File: src/rtl/commit_trace_buffer.sv
// Multi-lane retire trace FIFO feeding a single-record difftest commit port.
// Also keeps the cycle/instruction counters and latches the halt trap.
module commit_trace_buffer #(
    parameter int               CHANNELS  = 2,
    parameter int               DEPTH     = 8,
    parameter int               PC_W      = 32,
    parameter int               REG_AW    = 5,
    parameter logic [PC_W-1:0]  TRAP_INST = 32'h80000000
) (
    input  logic                       clock,
    input  logic                       reset,
    input  logic                       chip_enable_i,
    input  logic [CHANNELS-1:0]        commit_valid_i,
    input  logic [CHANNELS*PC_W-1:0]   commit_pc_i,
    input  logic [CHANNELS*PC_W-1:0]   commit_instr_i,
    input  logic [CHANNELS-1:0]        commit_wreg_i,
    input  logic [CHANNELS*REG_AW-1:0] commit_waddr_i,
    input  logic [CHANNELS*PC_W-1:0]   commit_wdata_i,
    input  logic [PC_W-1:0]            gpr_a0_i,
    output logic                       stall_o,
    input  logic                       out_ready_i,
    output logic                       out_valid_o,
    output logic [PC_W-1:0]            out_pc_o,
    output logic [PC_W-1:0]            out_instr_o,
    output logic                       out_wen_o,
    output logic [REG_AW-1:0]          out_wdest_o,
    output logic [PC_W-1:0]            out_wdata_o,
    output logic [7:0]                 out_index_o,
    output logic [63:0]                cycle_cnt_o,
    output logic [63:0]                instr_cnt_o,
    output logic                       trap_valid_o,
    output logic [PC_W-1:0]            trap_code_o,
    output logic [PC_W-1:0]            trap_pc_o,
    output logic                       overflow_o
);

    localparam int AW = $clog2(DEPTH);
    localparam int CW = AW + 2;
    localparam logic [CW-1:0] DEPTH_C = CW'(DEPTH);
    localparam logic [CW-1:0] CH_C    = CW'(CHANNELS);

    logic [PC_W-1:0]   pc_mem    [DEPTH];
    logic [PC_W-1:0]   instr_mem [DEPTH];
    logic [PC_W-1:0]   wdata_mem [DEPTH];
    logic [REG_AW-1:0] wdest_mem [DEPTH];
    logic              wen_mem   [DEPTH];

    logic [AW-1:0] wr_ptr_q, wr_ptr_d, rd_ptr_q, rd_ptr_d;
    logic [AW:0]   occ_q, occ_d;
    logic [7:0]    index_q, index_d;
    logic [63:0]   cycle_q, cycle_d, instr_q, instr_d;
    logic          trap_valid_q, trap_valid_d;
    logic [PC_W-1:0] trap_code_q, trap_code_d, trap_pc_q, trap_pc_d;
    logic          overflow_q, overflow_d;

    logic [CHANNELS-1:0] acc;
    logic [AW-1:0]       lane_off [CHANNELS];
    logic [CW-1:0]       n_cnt;
    logic                pop, fits, push, hit_trap;

    assign out_valid_o = (occ_q != '0);
    assign stall_o     = ((DEPTH_C - {1'b0, occ_q}) < CH_C);

    // Head view is forced to zero when empty so stale slots never leak out.
    assign out_pc_o    = out_valid_o ? pc_mem[rd_ptr_q]    : '0;
    assign out_instr_o = out_valid_o ? instr_mem[rd_ptr_q] : '0;
    assign out_wen_o   = out_valid_o ? wen_mem[rd_ptr_q]   : 1'b0;
    assign out_wdest_o = out_valid_o ? wdest_mem[rd_ptr_q] : '0;
    assign out_wdata_o = out_valid_o ? wdata_mem[rd_ptr_q] : '0;

    assign out_index_o  = index_q;
    assign cycle_cnt_o  = cycle_q;
    assign instr_cnt_o  = instr_q;
    assign trap_valid_o = trap_valid_q;
    assign trap_code_o  = trap_code_q;
    assign trap_pc_o    = trap_pc_q;
    assign overflow_o   = overflow_q;

    always_comb begin
        acc   = commit_valid_i & {CHANNELS{chip_enable_i}};
        n_cnt = '0;
        // Each accepted lane lands at an offset equal to the accepted lanes below it.
        for (int k = 0; k < CHANNELS; k++) begin
            lane_off[k] = n_cnt[AW-1:0];
            n_cnt       = n_cnt + CW'(acc[k]);
        end

        pop      = out_valid_o & out_ready_i;
        fits     = (({1'b0, occ_q} - CW'(pop) + n_cnt) <= DEPTH_C);
        push     = (n_cnt != '0) && !trap_valid_q && fits;
        hit_trap = pop && !trap_valid_q && (instr_mem[rd_ptr_q] == TRAP_INST);

        wr_ptr_d = wr_ptr_q + (push ? n_cnt[AW-1:0] : '0);
        rd_ptr_d = rd_ptr_q + AW'(pop);
        occ_d    = occ_q + (push ? n_cnt[AW:0] : '0) - (AW+1)'(pop);
        index_d  = index_q + 8'(pop);

        cycle_d  = trap_valid_q ? cycle_q : cycle_q + 64'd1;
        instr_d  = (pop && !trap_valid_q) ? instr_q + 64'd1 : instr_q;

        trap_valid_d = trap_valid_q | hit_trap;
        trap_pc_d    = hit_trap ? pc_mem[rd_ptr_q] : trap_pc_q;
        trap_code_d  = hit_trap ? gpr_a0_i : trap_code_q;
        overflow_d   = overflow_q | ((n_cnt != '0) && !trap_valid_q && !fits);
    end

    always_ff @(posedge clock or posedge reset) begin
        if (reset) begin
            wr_ptr_q     <= '0;
            rd_ptr_q     <= '0;
            occ_q        <= '0;
            index_q      <= '0;
            cycle_q      <= '0;
            instr_q      <= '0;
            trap_valid_q <= 1'b0;
            trap_code_q  <= '0;
            trap_pc_q    <= '0;
            overflow_q   <= 1'b0;
        end else begin
            wr_ptr_q     <= wr_ptr_d;
            rd_ptr_q     <= rd_ptr_d;
            occ_q        <= occ_d;
            index_q      <= index_d;
            cycle_q      <= cycle_d;
            instr_q      <= instr_d;
            trap_valid_q <= trap_valid_d;
            trap_code_q  <= trap_code_d;
            trap_pc_q    <= trap_pc_d;
            overflow_q   <= overflow_d;
        end
    end

    always_ff @(posedge clock) begin
        for (int k = 0; k < CHANNELS; k++) begin
            if (push && acc[k]) begin
                pc_mem[wr_ptr_q + lane_off[k]]    <= commit_pc_i[k*PC_W +: PC_W];
                instr_mem[wr_ptr_q + lane_off[k]] <= commit_instr_i[k*PC_W +: PC_W];
                wdata_mem[wr_ptr_q + lane_off[k]] <= commit_wdata_i[k*PC_W +: PC_W];
                wdest_mem[wr_ptr_q + lane_off[k]] <= commit_waddr_i[k*REG_AW +: REG_AW];
                wen_mem[wr_ptr_q + lane_off[k]]   <= commit_wreg_i[k];
            end
        end
    end

endmodule

File: config.mk
export PLATFORM = sky130hd
export DESIGN_NAME = commit_trace_buffer
export DESIGN_NICKNAME = d
export VERILOG_FILES = /design/src/rtl/commit_trace_buffer.sv
export SDC_FILE = /design/constraint.sdc
export NUM_CORES = 1
export LEC_CHECK = 0
export CAP_MARGIN = 0
export CORE_MARGIN = 3
export CORE_UTILIZATION = 52
export CTS_CLUSTER_DIAMETER = 40
export CTS_CLUSTER_SIZE = 12
export DETAILED_ROUTE_END_ITERATION = 12
export PLACE_DENSITY = 0.77
export RECOVER_POWER = 50
export SLEW_MARGIN = 40
export SYNTH_ARGS = -nofsm -noshare
export SYNTH_HDL_FRONTEND = slang
export SYNTH_SLANG_ARGS = --single-unit
File: constraint.sdc
create_clock -name clock -period 10.3 [get_ports clock]
set_input_delay 1.03 -clock clock [delete_from_list [all_inputs] [get_ports clock]]
set_output_delay 1.03 -clock clock [all_outputs]
set_load 0.02 [all_outputs]
==> metrics.cfg, run 1 <==
[outcome]
status=complete, but fails checks
violations=capacitance limit, slew limit

[yosys]
avgSynthCellArea_sq_um=16.02
syn-cell-area_sq_um=49840
synth.distinct_cells=44
ys_seq_elements=1028
yosysSeqAreaShare_pct=59.81
syn_nets=3378
synthFlopType=edfxtp_1
async_reset_ff_share_pct=20.62
ys.warnings.count=0
syn_inst=3110
synth-edff-count=816

[timing]
drv_slew=765
slew_headroom_pct=-204.0
final.min_clock_period_ps=8006
setup_viol=0
worst_pin_slew_ps=4560
fmax_mhz=124.9
finalCritPeriodShare_pct=77.73
rsz0062_at_grt=false
fin_ws_ps=2294
clock_skew_ps=31.19
finalHoldViolCount=0

[pwr]
seqPwrFrac_pct=34.1
comb_power_share_pct=30.9
p_sw_share_pct=31.44
p_clk_share_pct=35.0
ir_worst_vdd_v=0.0001762
p_leak_nw=22.51
internal-power_mw=9.933
p_switching_mw=4.555
power.density_nw_per_um2=234.5
total_power_mw=14.49

[global_route]
grt_pass1_wl_microns=208200
grt_overflow=0
grt_pass1_vias=31891
grt_max_degree=103
grt_use_total_pct=28.06
grt_antenna_before_repair=34

[floorplanning]
core.rowCount=112
ios=548
die_h_microns=315.6
dieArea_sq_um=99590
core-area_sq_um=94170
initial_core_util_pct=52.92
die_w_microns=315.6

[worst_hold_path]
hp-class=reg2reg

[place]
dpl-instance-area_sq_um=56820
pre_cts_ws_ps=3617
dp_hpwl_microns=82180
place.gp.congestion=0.8385
place_inst=4767
portBuffers=547

[route]
firstDrtPassIters=6
wl_per_cell_microns=27.67
wirelength_microns=140200
drc=0
drt_first_iter_violations=2804
vias=30893
drt-vias-per-instance=6.098
ant_nets=0

[critical_path]
reg2reg_slack_ps=2880
critical_path_class=in2reg
start_kind=primary input
cp-end-kind=register
required_ps=10750
cp.arrival_ps=8460
crit_fanout=54

[clock_network]
clock-sinks=1028
post_cts_buffers=0
numCtsBuffers=150
cts_tree=yes
post_cts_resized=0
cts_buffer_depth=3
cts_hold_buf=0
root_buffer=clkbuf_16
clkTransAtPathRegs_ps=50
insertion_delay_ps=730
htree_levels=4

[layout]
final_cells=5066
finalNetCount=3935
areaGrowthSynthToFinish_pct=23.97
layout_common_cells=834 x mux2_2, 816 x edfxtp_1, 302 x dlygate4sd3_1
layout_commonest_cell=mux2_2
drive_above_1_share_pct=35.04
final_core_util_pct=65.61
fin_area_sq_um=61780

[job]
drv_cap=18

[final cells by class]
class,instances,area [sq um]
Antenna cell,25,62.56
Clock buffer,191,4135
Clock inverter,81,873.3
Fill cell,6718,32390
Inverter,36,143.9
Multi-Input combinational cell,1854,19180
Sequential cell,1028,29820
Tap cell,1254,1569
Timing Repair Buffer,597,5998
[cell families (layout without fill, tap and decap cells)]
kind of cell | Yosys count | in the layout | share of synthesized area [%]
xor gates and xnor gates | 142 | 142 | 2.496
other | 0 | 25 | 0
DFF | 1028 | 1028 | 59.81
muxes | 1109 | 1109 | 29.45
adders and majority gates | 26 | 26 | 0.6980
and+or+nand+nor | 448 | 448 | 4.188
AOI/OAI and AO/OA | 129 | 129 | 1.446
buffers and inverters | 228 | 905 | 1.906
[worst max-delay path: stages]
cell and delay, ps:
dlygate4sd3_1 640, nand2_1 160, ha_1 340, inv_1 50, ha_1 260, inv_1 40
ha_1 200, fa_1 400, a21oi_1 170, o21bai_1 90, xnor2_1 140, o2111ai_1 220
inv_1 160, nand4_1 120, clkbuf_1 3190, buf_6 760, mux2_2 410
[worst paths after layout]
kind                            cells past startpoint              start         endpoint
max in group asynchronous                           3              reset  trap_code_o[23]
worst max register to register                     16           occ_q[2]    pc_mem[4][28]
min in group asynchronous                           2              reset   instr_cnt_o[9]
worst min register to register                      1         overflow_o       overflow_o
worst max-delay path                               17  commit_valid_i[0]    pc_mem[4][28]
worst min-delay path                                1         overflow_o       overflow_o
[per-stage QoR]
stage                     hold slack, ps  TNS (ps)
final                              453.2         0
after global routing               489.4         0
after CTS                          459.8         0
after detailed placement           452.3         0
after global placement             459.5         0
after floorplan                    473.0   -184580
[synth_stat cells (3+ instances only)]
cell type | number | area [sq um]
a31oi_1 | 33 | 206.5
nor2_1 | 112 | 420.4
buf_2 | 21 | 105.1
mux4_2 | 201 | 4527
nor2b_1 | 4 | 25.02
mux2_1 | 14 | 157.7
mux2_2 | 835 | 9403
buf_1 | 22 | 82.58
and3_1 | 22 | 137.6
mux2i_1 | 59 | 590.6
a21oi_1 | 74 | 370.4
inv_1 | 36 | 135.1
buf_6 | 6 | 67.56
o21ai_0 | 7 | 35.03
dfrtp_1 | 212 | 5305
xor2_1 | 37 | 324.1
nor4_1 | 5 | 31.28
clkbuf_1 | 137 | 514.2
and2_1 | 17 | 106.4
ha_1 | 23 | 287.8
a22oi_1 | 3 | 22.52
buf_4 | 6 | 45.04
nand3_1 | 40 | 200.2
edfxtp_1 | 816 | 24500
fa_1 | 3 | 60.06
nand4_1 | 43 | 269.0
nand2_1 | 168 | 630.6
o21bai_1 | 3 | 22.52
and4_1 | 10 | 87.58
nor3_1 | 11 | 55.05
a21o_1 | 3 | 22.52
nand2b_1 | 6 | 37.54
xnor2_1 | 105 | 919.6
[registers in the layout, indices dropped and copies added, names as in the netlist]
signal        count
wdest_mem        40
wdata_mem       256
trap_code_o      32
instr_cnt_o      64
instr_mem       256
out_index_o       8
trap_pc_o        32
wen_mem           8
overflow_o        1
occ_q             4
rd_ptr_q          3
trap_valid_o      1
pc_mem          256
cycle_cnt_o      64
wr_ptr_q          3
[routing by layer]
layer,global-route usage (%),part of all wire (%),wire length [microns]
met5,0,0.083,116
met4,9.242,2.7,3787
met3,6.797,8.4,11740
met2,45.94,49,68240
met1,37.10,40,56270
[power by group through the flow]
stage	Sequential (mW)	Combinational (mW)	Clock, mW
after floorplan	4.98	2.77	0
after global placement	5.07	4.47	0
after detailed placement	5.05	4.55	0
after CTS	4.97	4.58	5.14
after global routing	4.96	4.75	5.33
final	4.94	4.47	5.08
Power figures use the tool's default switching activity.
==> inputs of run 2 (changes only) <==
Clock period 10.3 ns to 7.2 ns, I/O delays scaled along.
==> metrics.cfg, run 2 (synthesis gave the netlist of run 1 again) <==
[outcome]
status=complete, but fails checks
violations=capacitance limit, slew limit

[clock_network]
insertion_delay_ps=740  ; about the same
clkTransAtPathRegs_ps=50  ; about the same
clock-sinks=1028  ; unchanged
cts_buffer_depth=3  ; unchanged
post_cts_buffers=0  ; unchanged
cts_tree=yes
htree_levels=4  ; unchanged
post_cts_resized=0  ; unchanged
numCtsBuffers=143  ; -4.7%
root_buffer=clkbuf_16
cts_hold_buf=0  ; unchanged

[timing]
fin_ws_ps=1037  ; -1257 ps
rsz0062_at_grt=false
finalHoldViolCount=0  ; unchanged
tns_ps=0  ; unchanged
slew_headroom_pct=-125.1  ; +79 points
worst_pin_slew_ps=3377  ; -1183 ps
hold_ws_ps=462.8  ; +9.557 ps
clock_skew_ps=26.88  ; -4.307 ps
finalCritPeriodShare_pct=85.60
final.min_clock_period_ps=6163
setup_viol=0  ; unchanged
drv_slew=600  ; -22%
fmax_mhz=162.3

[critical_path]
critical_path_class=in2reg
cp.arrival_ps=6630  ; -1830 ps
crit_path_top_delay_cell=buf_2
reg2reg_from=rd_ptr_q[0]
slowest_delay_ps=2380  ; -810 ps
path_cells=dlygate4sd3_1 -> nand2_1 -> ha_1 -> inv_1 -> ha_1 -> inv_1 -> ha_1 -> fa_1 -> xor2_1 -> nor3_1 -> o2111ai_1 -> nor2_1 -> nand2_4 -> buf_2 -> mux2_2
crit_path_frequent_cell=ha_1
required_ps=7660  ; -3090 ps
timing.rr.end=trap_code_o[26]
r2r_cells=9  ; -7
crit_fanout=102  ; +89%
cp-end-kind=register
cp-endpoint=wdata_mem[1][10]
cp-startpoint=commit_valid_i[0]
reg2reg_slack_ps=1210  ; -1670 ps
start_kind=primary input

[worst_hold_path]
hp-class=reg2reg

[pwr]
power.density_nw_per_um2=333.1  ; +42%
p_leak_nw=22.55  ; +0.17%
ir_worst_vdd_v=0.0002602  ; +48%
total_power_mw=20.61  ; +42%

[global_route]
grt_max_degree=128  ; +24%
grt_overflow=0  ; unchanged
grt_antenna_before_repair=42  ; +24%
grt_pass1_wl_microns=202100  ; -2.9%
grt_use_total_pct=27.23  ; -0.83 points
grt_pass1_vias=31606  ; -0.89%

[layout]
final_core_util_pct=65.70  ; +0.092 points
layout_commonest_cell=mux2_2
final_cells=5069  ; +0.059%
finalNetCount=3935  ; unchanged
drive_above_1_share_pct=35.07  ; about the same
areaGrowthSynthToFinish_pct=24.14
layout_common_cells=832 x mux2_2, 816 x edfxtp_1, 306 x clkdlybuf4s50_1
fin_area_sq_um=61870  ; +0.14%

[place]
place_inst=4776  ; +0.19%
pre_cts_ws_ps=1437  ; -2180 ps
dp_hpwl_microns=79230  ; -3.6%
portBuffers=547  ; unchanged
place.gp.congestion=0.8759  ; +4.5%
dpl-instance-area_sq_um=57100  ; +0.50%

[floorplanning]
die_h_microns=315.6  ; unchanged
ios=548  ; unchanged
initial_core_util_pct=52.92  ; unchanged
core.rowCount=112  ; unchanged
core-area_sq_um=94170  ; unchanged
die_w_microns=315.6  ; unchanged
dieArea_sq_um=99590  ; unchanged

[route]
vias=30491  ; -1.3%
ant_nets=0  ; unchanged
wl_per_cell_microns=26.83  ; -3.0%
wirelength_microns=136000  ; -3.0%
firstDrtPassIters=5  ; -1
drc=0  ; unchanged
drt_first_iter_violations=2728  ; -2.7%
drt-vias-per-instance=6.015  ; -1.4%

[job]
drv_cap=11  ; -7

==> run 2: changes by cell type in the layout (fill, tap and decap cells not counted), moves of 6 or more <==
cell	before	now
clkdlybuf4s50_1	245	306
dlygate4sd3_1	302	241
clkbuf_1	37	26
buf_12	10	20
clkbuf_8	10	3
diode_2	25	31
==> run 2: worst max-delay path: cells and delay by family <==
kind / cells / cell delay (ps)
compound gates: 1 / 340
xor+xnor: 1 / 170
fa+ha+maj: 4 / 1180
buf+inv: 4 / 3110
mux: 1 / 500
simple gates: 4 / 490
==> run 2: power by group <==
part / switching, mW / total, mW / internal (mW)
Clock: 2.65 / 7.20 / 4.55
Combinational: 3.50 / 6.35 / 2.85
Sequential: 0.233 / 7.06 / 6.82
==> run 2: worst min-delay path by stage <==
| stage | start | to | slack [ps] | cells after the start |
|---|---|---|---|---|
| 6_report | cycle_cnt_o[63] | cycle_cnt_o[63] | 460 | 1 |
| 5_1_grt | cycle_cnt_o[63] | cycle_cnt_o[63] | 480 | 1 |
| 4_1_cts | cycle_cnt_o[63] | cycle_cnt_o[63] | 470 | 1 |
| 3_5_place_dp | cycle_cnt_o[63] | cycle_cnt_o[63] | 460 | 1 |
| 3_3_place_gp | cycle_cnt_o[63] | cycle_cnt_o[63] | 460 | 1 |
| 2_1_floorplan | rd_ptr_q[1] | rd_ptr_q[1] | 470 | 1 |
==> run 2: area by class of cell <==
| type | instances | area [sq um] |
|---|---|---|
| clock inverters | 94 | 1054 |
| fillers | 6588 | 32300 |
| flip-flops and latches | 1028 | 29810 |
| clock buffers | 168 | 3872 |
| repair buffers | 604 | 6163 |
| diodes | 31 | 77.57 |
| well taps | 1254 | 1569 |
| inverters | 36 | 152.6 |
| multi-input cells | 1854 | 19160 |
==> run 2: routing by layer <==
layer	vias to the layer above	routed length, microns	track usage, %
li1	13298	-	-
met1	15650	53990	35.88
met5	-	178	0
met4	26	3910	9.907
met2	1263	66340	44.15
met3	254	11570	6.751
